File: src/rtl/uart_rx_latch.sv
// 8N1 UART receiver: synchronizes rx, rebuilds LSB-first frames and holds each
// good byte in an output register behind a valid/ack handshake with sticky error flags.
module uart_rx_latch #(
    parameter int CLKS_PER_BIT = 434,
    parameter int DATA_BITS    = 8
) (
    input  logic                 clk,
    input  logic                 rst_n,
    input  logic                 rx,
    output logic [DATA_BITS-1:0] data_out,
    output logic                 data_valid,
    input  logic                 data_ack,
    output logic                 frame_err,
    output logic                 overrun,
    input  logic                 err_clr,
    output logic                 busy
);

    localparam int CNT_W = $clog2(CLKS_PER_BIT);
    localparam int IDX_W = $clog2(DATA_BITS);
    localparam logic [CNT_W-1:0] HALF_LAST = CNT_W'(CLKS_PER_BIT / 2 - 1);
    localparam logic [CNT_W-1:0] BIT_LAST  = CNT_W'(CLKS_PER_BIT - 1);
    localparam logic [IDX_W-1:0] IDX_LAST  = IDX_W'(DATA_BITS - 1);

    typedef enum logic [2:0] {IDLE, START, DATA, STOP, BREAK} state_t;

    state_t               state, state_n;
    logic [CNT_W-1:0]     cnt, cnt_n;
    logic [IDX_W-1:0]     idx, idx_n;
    logic [DATA_BITS-1:0] shreg, shreg_n;
    logic                 byte_done, done_n;
    logic                 fe_set;
    logic                 ovr_set;
    logic                 sync_1, rx_s;
    logic [1:0]           warm;

    // warm tracks how many real samples have entered the synchronizer since reset,
    // so the reset value of rx_s is never mistaken for a released (high) line.
    always_ff @(posedge clk or negedge rst_n) begin
        if (!rst_n) begin
            state     <= IDLE;
            cnt       <= '0;
            idx       <= '0;
            shreg     <= '0;
            byte_done <= 1'b0;
            sync_1    <= 1'b1;
            rx_s      <= 1'b1;
            warm      <= '0;
        end else begin
            state     <= state_n;
            cnt       <= cnt_n;
            idx       <= idx_n;
            shreg     <= shreg_n;
            byte_done <= done_n;
            sync_1    <= rx;
            rx_s      <= sync_1;
            warm      <= {warm[0], 1'b1};
        end
    end

    always_comb begin
        state_n = state;
        cnt_n   = cnt;
        idx_n   = idx;
        shreg_n = shreg;
        done_n  = 1'b0;
        fe_set  = 1'b0;
        case (state)
            IDLE: begin
                if (!warm[0]) begin
                    state_n = BREAK;
                end else if (!rx_s) begin
                    cnt_n   = '0;
                    state_n = START;
                end
            end
            START: begin
                if (cnt == HALF_LAST) begin
                    if (!rx_s) begin
                        cnt_n   = '0;
                        idx_n   = '0;
                        state_n = DATA;
                    end else begin
                        state_n = IDLE;
                    end
                end else begin
                    cnt_n = cnt + 1'b1;
                end
            end
            DATA: begin
                if (cnt == BIT_LAST) begin
                    cnt_n          = '0;
                    shreg_n[idx]   = rx_s;
                    if (idx == IDX_LAST) state_n = STOP;
                    else                 idx_n   = idx + 1'b1;
                end else begin
                    cnt_n = cnt + 1'b1;
                end
            end
            STOP: begin
                if (cnt == BIT_LAST) begin
                    cnt_n = '0;
                    if (rx_s) begin
                        done_n  = 1'b1;
                        state_n = IDLE;
                    end else begin
                        fe_set  = 1'b1;
                        state_n = BREAK;
                    end
                end else begin
                    cnt_n = cnt + 1'b1;
                end
            end
            BREAK: begin
                if (rx_s && warm[1]) state_n = IDLE;
            end
            default: state_n = IDLE;
        endcase
    end

    assign ovr_set = byte_done && data_valid && !data_ack;

    // A coincident ack frees the holding register, so the new byte loads instead of overrunning.
    always_ff @(posedge clk or negedge rst_n) begin
        if (!rst_n) begin
            data_out   <= '0;
            data_valid <= 1'b0;
            frame_err  <= 1'b0;
            overrun    <= 1'b0;
        end else begin
            if (byte_done && (!data_valid || data_ack)) begin
                data_out   <= shreg;
                data_valid <= 1'b1;
            end else if (data_ack) begin
                data_valid <= 1'b0;
            end
            frame_err <= fe_set  | (frame_err & ~err_clr);
            overrun   <= ovr_set | (overrun   & ~err_clr);
        end
    end

    assign busy = (state != IDLE);

endmodule

File: config.mk
export PLATFORM = sky130hd
export DESIGN_NAME = uart_rx_latch
export DESIGN_NICKNAME = d
export VERILOG_FILES = /design/src/rtl/uart_rx_latch.sv
export SDC_FILE = /design/constraint.sdc
export NUM_CORES = 1
export LEC_CHECK = 0
export CAP_MARGIN = 20
export CORE_ASPECT_RATIO = 1.75
export CORE_MARGIN = 4
export CORE_UTILIZATION = 40
export DETAILED_ROUTE_END_ITERATION = 16
export GPL_TIMING_DRIVEN = 0
export HOLD_SLACK_MARGIN = 0.15
export PLACE_DENSITY = 0.7
export REMOVE_ABC_BUFFERS = 1
export SYNTH_ARGS = -nofsm -noshare
export SYNTH_HDL_FRONTEND = slang
export SYNTH_SLANG_ARGS = --single-unit
File: constraint.sdc
create_clock -name clk -period 3.22 [get_ports clk]
set_clock_uncertainty 0.15 [all_clocks]
set_input_delay 0.966 -clock clk [delete_from_list [all_inputs] [get_ports clk]]
set_output_delay 0.966 -clock clk [all_outputs]
set_load 0.005 [all_outputs]
# Word-level counts from Yosys, hierarchy flattened
# Cells that the tools add are included.
[totals] regBits=39 latch_bits=0 ram_bits=0 rom_bits=0 output_inout_bits=12 elab_cells=86 memories=0
[classes] n_addsub=2 mul=0 div_mod_pow=0 n_lt_le_gt_ge=2 n_eq_ne=16 shifts=0 mux=31 bitwise_logic=5 n_reduce_logical=18
[op_table] cell="$mux 3" count=12
[op_table] cell="$mux 9" count=4
[op_table] cell="$pmux 9 s3" count=1
[op_table] cell="$ne 2x2->1 const B" count=8
[op_table] cell="$pmux 3 s5" count=1
[op_table] cell="$add 9x1->9 const B" count=1
[op_table] cell="$eq 9x8->1 const B" count=1
[op_table] cell="$eq 9x9->1 const B" count=1
[op_table] cell="$mux 1" count=9
[op_table] cell="$bwmux 8" count=1
[op_table] cell="$eq 3x2->1 const B" count=2
[op_table] cell="$eq 3x3->1 const B" count=2
[op_table] cell="$pmux 3 s2" count=1
[op_table] cell="$reduce_and 6->1" count=1
[op_table] cell="$reduce_bool 3->1" count=2
[op_table] cell="$logic_and 1x1->1" count=5
[op_table] cell="$reduce_and 5->1" count=1
[op_table] cell="$lt 3x4->1 const B" count=1
[op_table] cell="$reduce_and 2->1" count=2
[op_table] cell="$reduce_bool 2->1" count=2
[op_table] cell="$add 3x1->3 const B" count=1
[op_table] cell="$demux 1 s3" count=1
[op_table] cell="$eq 3x1->1 const B" count=1
[op_table] cell="$ge 3x1->1 const B" count=1
[op_table] cell="other kinds (9)" count=12

# Longest topological paths before layout
[depth] ltp_word=5 depth_mapped=7 ltp_nobuf=6

# Worst setup path before layout
# Ideal clock, no wire load.
[synth_timing] path_type="register to output" startpoint="register state[2]" endpoint="output busy" t_arrival_ns=0.928 required_ns=2.104 path_slack_ns=1.176 path_stages_with_launch=3 path_buffers=1 path_cell_list="dfrtp_1 -> buf_2 -> or3_1"
[synth_between] elab_chain_len=1
[synth_lines] item="start: declaration" line="27" rtl="state_t state, state_n;"
[synth_lines] item="start signal: assignment" line="50" rtl="state <= state_n;"
[synth_lines] item="$reduce_bool 3->1" line="142" rtl="assign busy = (state != IDLE);"
[synth_lines] item="end: declaration" line="16" rtl="output logic busy"
# No other way between the ends.

# Worst setup path after layout
# Ends and elaborated chain as after synthesis.

==> summary.log <==
INFO  setup_path     worst-setup-path-type=flop to output port
INFO  grt            grt_util_all_layers=0.139
INFO  floorplanning  io_pins=17
INFO  yosys          synth_enable_flop_cells=0
INFO  clocking       cts_htree_levels=2
INFO  setup_path     r2r-start=state[2]
INFO  floorplanning  core_area=4710squm
INFO  placed_design  post_place_worst_slack=0.714ns
INFO  grt            grt_pass1_vias=1,422
INFO  placed_design  place_inst=241
INFO  clocking       cts_hold_buf=0
INFO  sta            finalWorstSetupSlack=0.440ns
INFO  clocking       clockBufferDepth=2
INFO  route          number_of_optimization_iterations_in_the_first_detailed_route_pass=4
INFO  route          postRouteWirelength=3670um
INFO  grt            antenna_found_initial=0
INFO  placed_design  dp_hpwl=2780um
INFO  setup_path     r2r_cells=4
INFO  min_path       hold_class=flop to flop
INFO  sta            unrepaired_setup_endpoints_after_global_routing=no
INFO  floorplanning  die_x=60.7um
INFO  route          ant_nets=0
INFO  sta            clock.fmax=360MHz
INFO  yosys          postSynth.asyncResetShare=1.00
INFO  setup_path     crit_path_end_kind=output port
INFO  power          switchingPower=482uW
INFO  setup_path     crit_path_max_fanout=13
INFO  finish         diodes=0
INFO  finish         ratio_of_cells_with_drive_above_1_in_the_final_layout=0.152
INFO  sta            tns=0ns
INFO  sta            setup_viol_count_final=0
INFO  finish         final_core_utilization=0.472
INFO  power          power.sequential.fraction=0.459
INFO  setup_path     timing.critical_path.from_type=flop
INFO  clocking       clk_pin_slew=0.07ns
INFO  status         outcome=finished clean
INFO  floorplanning  initial_core_util=0.413
INFO  min_path       holdPathEnd=rx_s
INFO  flow_run       max-cap-violations=0
INFO  sta            timing.final.hold_violations=0
INFO  yosys          synth.ff_latch_count=39
INFO  power          leakagePower=0.975nW
INFO  route          drt_first_iter_violations=3
INFO  floorplanning  dieHeight=100um
INFO  power          power_frac_clock=0.229
INFO  yosys          synth_seq_area_share=0.503
INFO  clocking       clock-sinks=39
INFO  power          p_int=868uW
INFO  sta            worst_slew_pin_slew=0.856ns
INFO  clocking       cts_tree=built
INFO  placed_design  place.port_buffers=16
INFO  power          power.switching_fraction=0.357
INFO  route          dr_total_vias=1,402
INFO  clocking       post_cts.repair.setup_buffers=0
INFO  power          power-per-cell-area=608nW/um^2
INFO  clocking       post_cts.resized_instances=0
INFO  yosys          synthesis_warning_total=0
INFO  clocking       clock_buffer_count_from_cts=5
INFO  grt            grt_max_degree=40
INFO  setup_path     startpoint=state[2]
INFO  placed_design  globalplace.congestion=0.829
INFO  finish         final_nets=206
INFO  sta            finalMaxSlewViolations=0
INFO  power          power.share.combinational=0.312
INFO  yosys          synthCells=179
INFO  route          detail_route.drc_violations=0
INFO  setup_path     timing.critical_path.arrival=1.66ns
INFO  min_path       worstHoldStart=sync_1
INFO  sta            period_share=0.863
INFO  sta            timing.hold.ws=0.210ns
INFO  clocking       clock_tree.root_cell=sky130_fd_sc_hd__clkbuf_8
INFO  setup_path     reg2reg_to=shreg[5]
INFO  grt            grt.overflow.total=0
INFO  floorplanning  die-area=6080squm
INFO  yosys          dominantRegCellSynth=sky130_fd_sc_hd__dfrtp_1
INFO  setup_path     reg2reg_slack=1.12ns
INFO  setup_path     wp_data_required=2.10ns
INFO  finish         final_cells=249
INFO  yosys          postSynthAreaPerCell=10.9squm
INFO  yosys          mappedNetlistArea=1940squm
INFO  finish         relative_area_change_from_synthesis_to_final_layout=14.2%
INFO  route          post_drt_via_cell_ratio=5.63
INFO  grt            grt_first_pass_wirelength=6400um
INFO  yosys          post_synth_num_cell_types=44
INFO  sta            slew-limit-headroom=0.429
INFO  route          routed_wire_length_per_instance=14.7um
INFO  floorplanning  fp-row-count=33
INFO  power          peakVddDrop=385uV
INFO  clocking       insertion_delay=0.29ns
INFO  min_path       holdPathStages=0
INFO  sta            layout_min_cycle_time=2.78ns
-- power by group through the flow --
stage	combinational, mW	sequential (mW)	clock, mW
2_1_floorplan	0.312	0.605	0
3_3_place_gp	0.412	0.624	0
3_5_place_dp	0.423	0.626	0
4_1_cts	0.424	0.617	0.323
5_1_grt	0.472	0.630	0.345
6_report	0.421	0.619	0.309
-- worst max-delay path, cell delays in order, from the launching register on --
cell and delay [ns]:
sky130_fd_sc_hd__dfrtp_1 0.50, sky130_fd_sc_hd__or3_1 0.43, sky130_fd_sc_hd__clkdlybuf4s50_1 0.45
-- logic make-up (layout without fill, tap and decap cells) --
family | after synthesis | in the layout | share of synthesized area
flip-flops | 39 | 39 | 0.503
AO/OA/AOI/OAI | 40 | 40 | 0.144
other | 1 | 1 | 0.00193
XOR/XNOR | 1 | 1 | 0.00451
multiplexers | 17 | 17 | 0.0985
AND/OR/NAND/NOR | 55 | 55 | 0.174
adder cells (fa/ha/maj) | 5 | 5 | 0.0322
buffers and inverters | 21 | 39 | 0.0425
-- Yosys cell counts (all sizes together), types with 2 or more instances --
| cell type | number | share of area |
|---|---|---|
| nor2b | 2 | 0.0064 |
| o31ai | 2 | 0.0077 |
| ha | 5 | 0.032 |
| a31oi | 2 | 0.0064 |
| nand4b | 2 | 0.0090 |
| dfstp | 2 | 0.027 |
| mux2 | 17 | 0.098 |
| nor2 | 8 | 0.015 |
| nor4 | 2 | 0.014 |
| o21ai | 10 | 0.026 |
| o22ai | 4 | 0.013 |
| nand2 | 11 | 0.021 |
| clkbuf | 3 | 0.0058 |
| a32o | 2 | 0.010 |
| nand3b | 3 | 0.012 |
| nor3 | 5 | 0.013 |
| and3 | 2 | 0.0064 |
| o221ai | 3 | 0.014 |
| dfrtp | 37 | 0.48 |
| nand2b | 2 | 0.0064 |
| a21o | 3 | 0.012 |
| inv | 15 | 0.029 |
| o32ai | 2 | 0.0090 |
| nand3 | 6 | 0.015 |
| nor3b | 4 | 0.015 |
| buf | 3 | 0.0077 |
| nand4bb | 2 | 0.012 |
| a21oi | 4 | 0.012 |
| o211ai | 3 | 0.012 |
-- routing by layer --
layer	up-vias	global-route usage	wire length, um
met5	-	0	0
met4	0	0.0751	121
met3	10	0.0270	94
met2	20	0.249	2060
met1	685	0.144	1400
li1	687	-	-
-- final cells by class --
cell class,count,area (sq um)
sequential,39,978
fill,476,2490
multi-input combinational,119,883
timing repair buffer,16,155
inverter,15,56.3
tap,52,65.1
clock inverter,1,5.00
clock buffer,7,76.3
-- cell usage in the layout, fill, tap and decap left out, types with 4 or more instances in the layout --
cell type / netlist / final
sky130_fd_sc_hd__clkbuf_8: 0 / 5
sky130_fd_sc_hd__clkdlybuf4s50_1: 0 / 15
sky130_fd_sc_hd__dfrtp_1: 37 / 37
sky130_fd_sc_hd__ha_1: 5 / 5
sky130_fd_sc_hd__inv_1: 15 / 15
sky130_fd_sc_hd__mux2_2: 17 / 17
sky130_fd_sc_hd__nand2_1: 11 / 11
sky130_fd_sc_hd__nand3_1: 6 / 6
sky130_fd_sc_hd__nor2_1: 8 / 8
sky130_fd_sc_hd__nor3_1: 5 / 5
sky130_fd_sc_hd__nor3b_1: 4 / 4
sky130_fd_sc_hd__o21ai_0: 10 / 10
sky130_fd_sc_hd__o22ai_1: 4 / 4
-- sequential cells by signal, indices dropped and copies added, names as in the netlist --
name and flops:
warm 2, byte_done 1, sync_1 1, data_out 8, state 3, data_valid 1
idx 3, overrun 1, frame_err 1, shreg 8, rx_s 1, cnt 9
-- worst max-delay path by stage --
stage | cells after the start | slack, ns | end
2_1_floorplan | 1 | 1.24 | busy
3_3_place_gp | 1 | 0.07 | data_out[5]
3_5_place_dp | 4 | 0.71 | data_out[3]
4_1_cts | 2 | 0.43 | busy
5_1_grt | 2 | 0.38 | busy
6_report | 2 | 0.44 | busy
-- through the flow --
| stage | total power, mW | area (sq um) |
|---|---|---|
| floorplan | 0.917 | 1920 |
| global placement | 1.04 | 2140 |
| detailed placement | 1.05 | 2140 |
| CTS | 1.36 | 2220 |
| global route | 1.45 | 2220 |
| finish | 1.35 | 2220 |
Note: power is estimated with default switching activity, not from simulation.
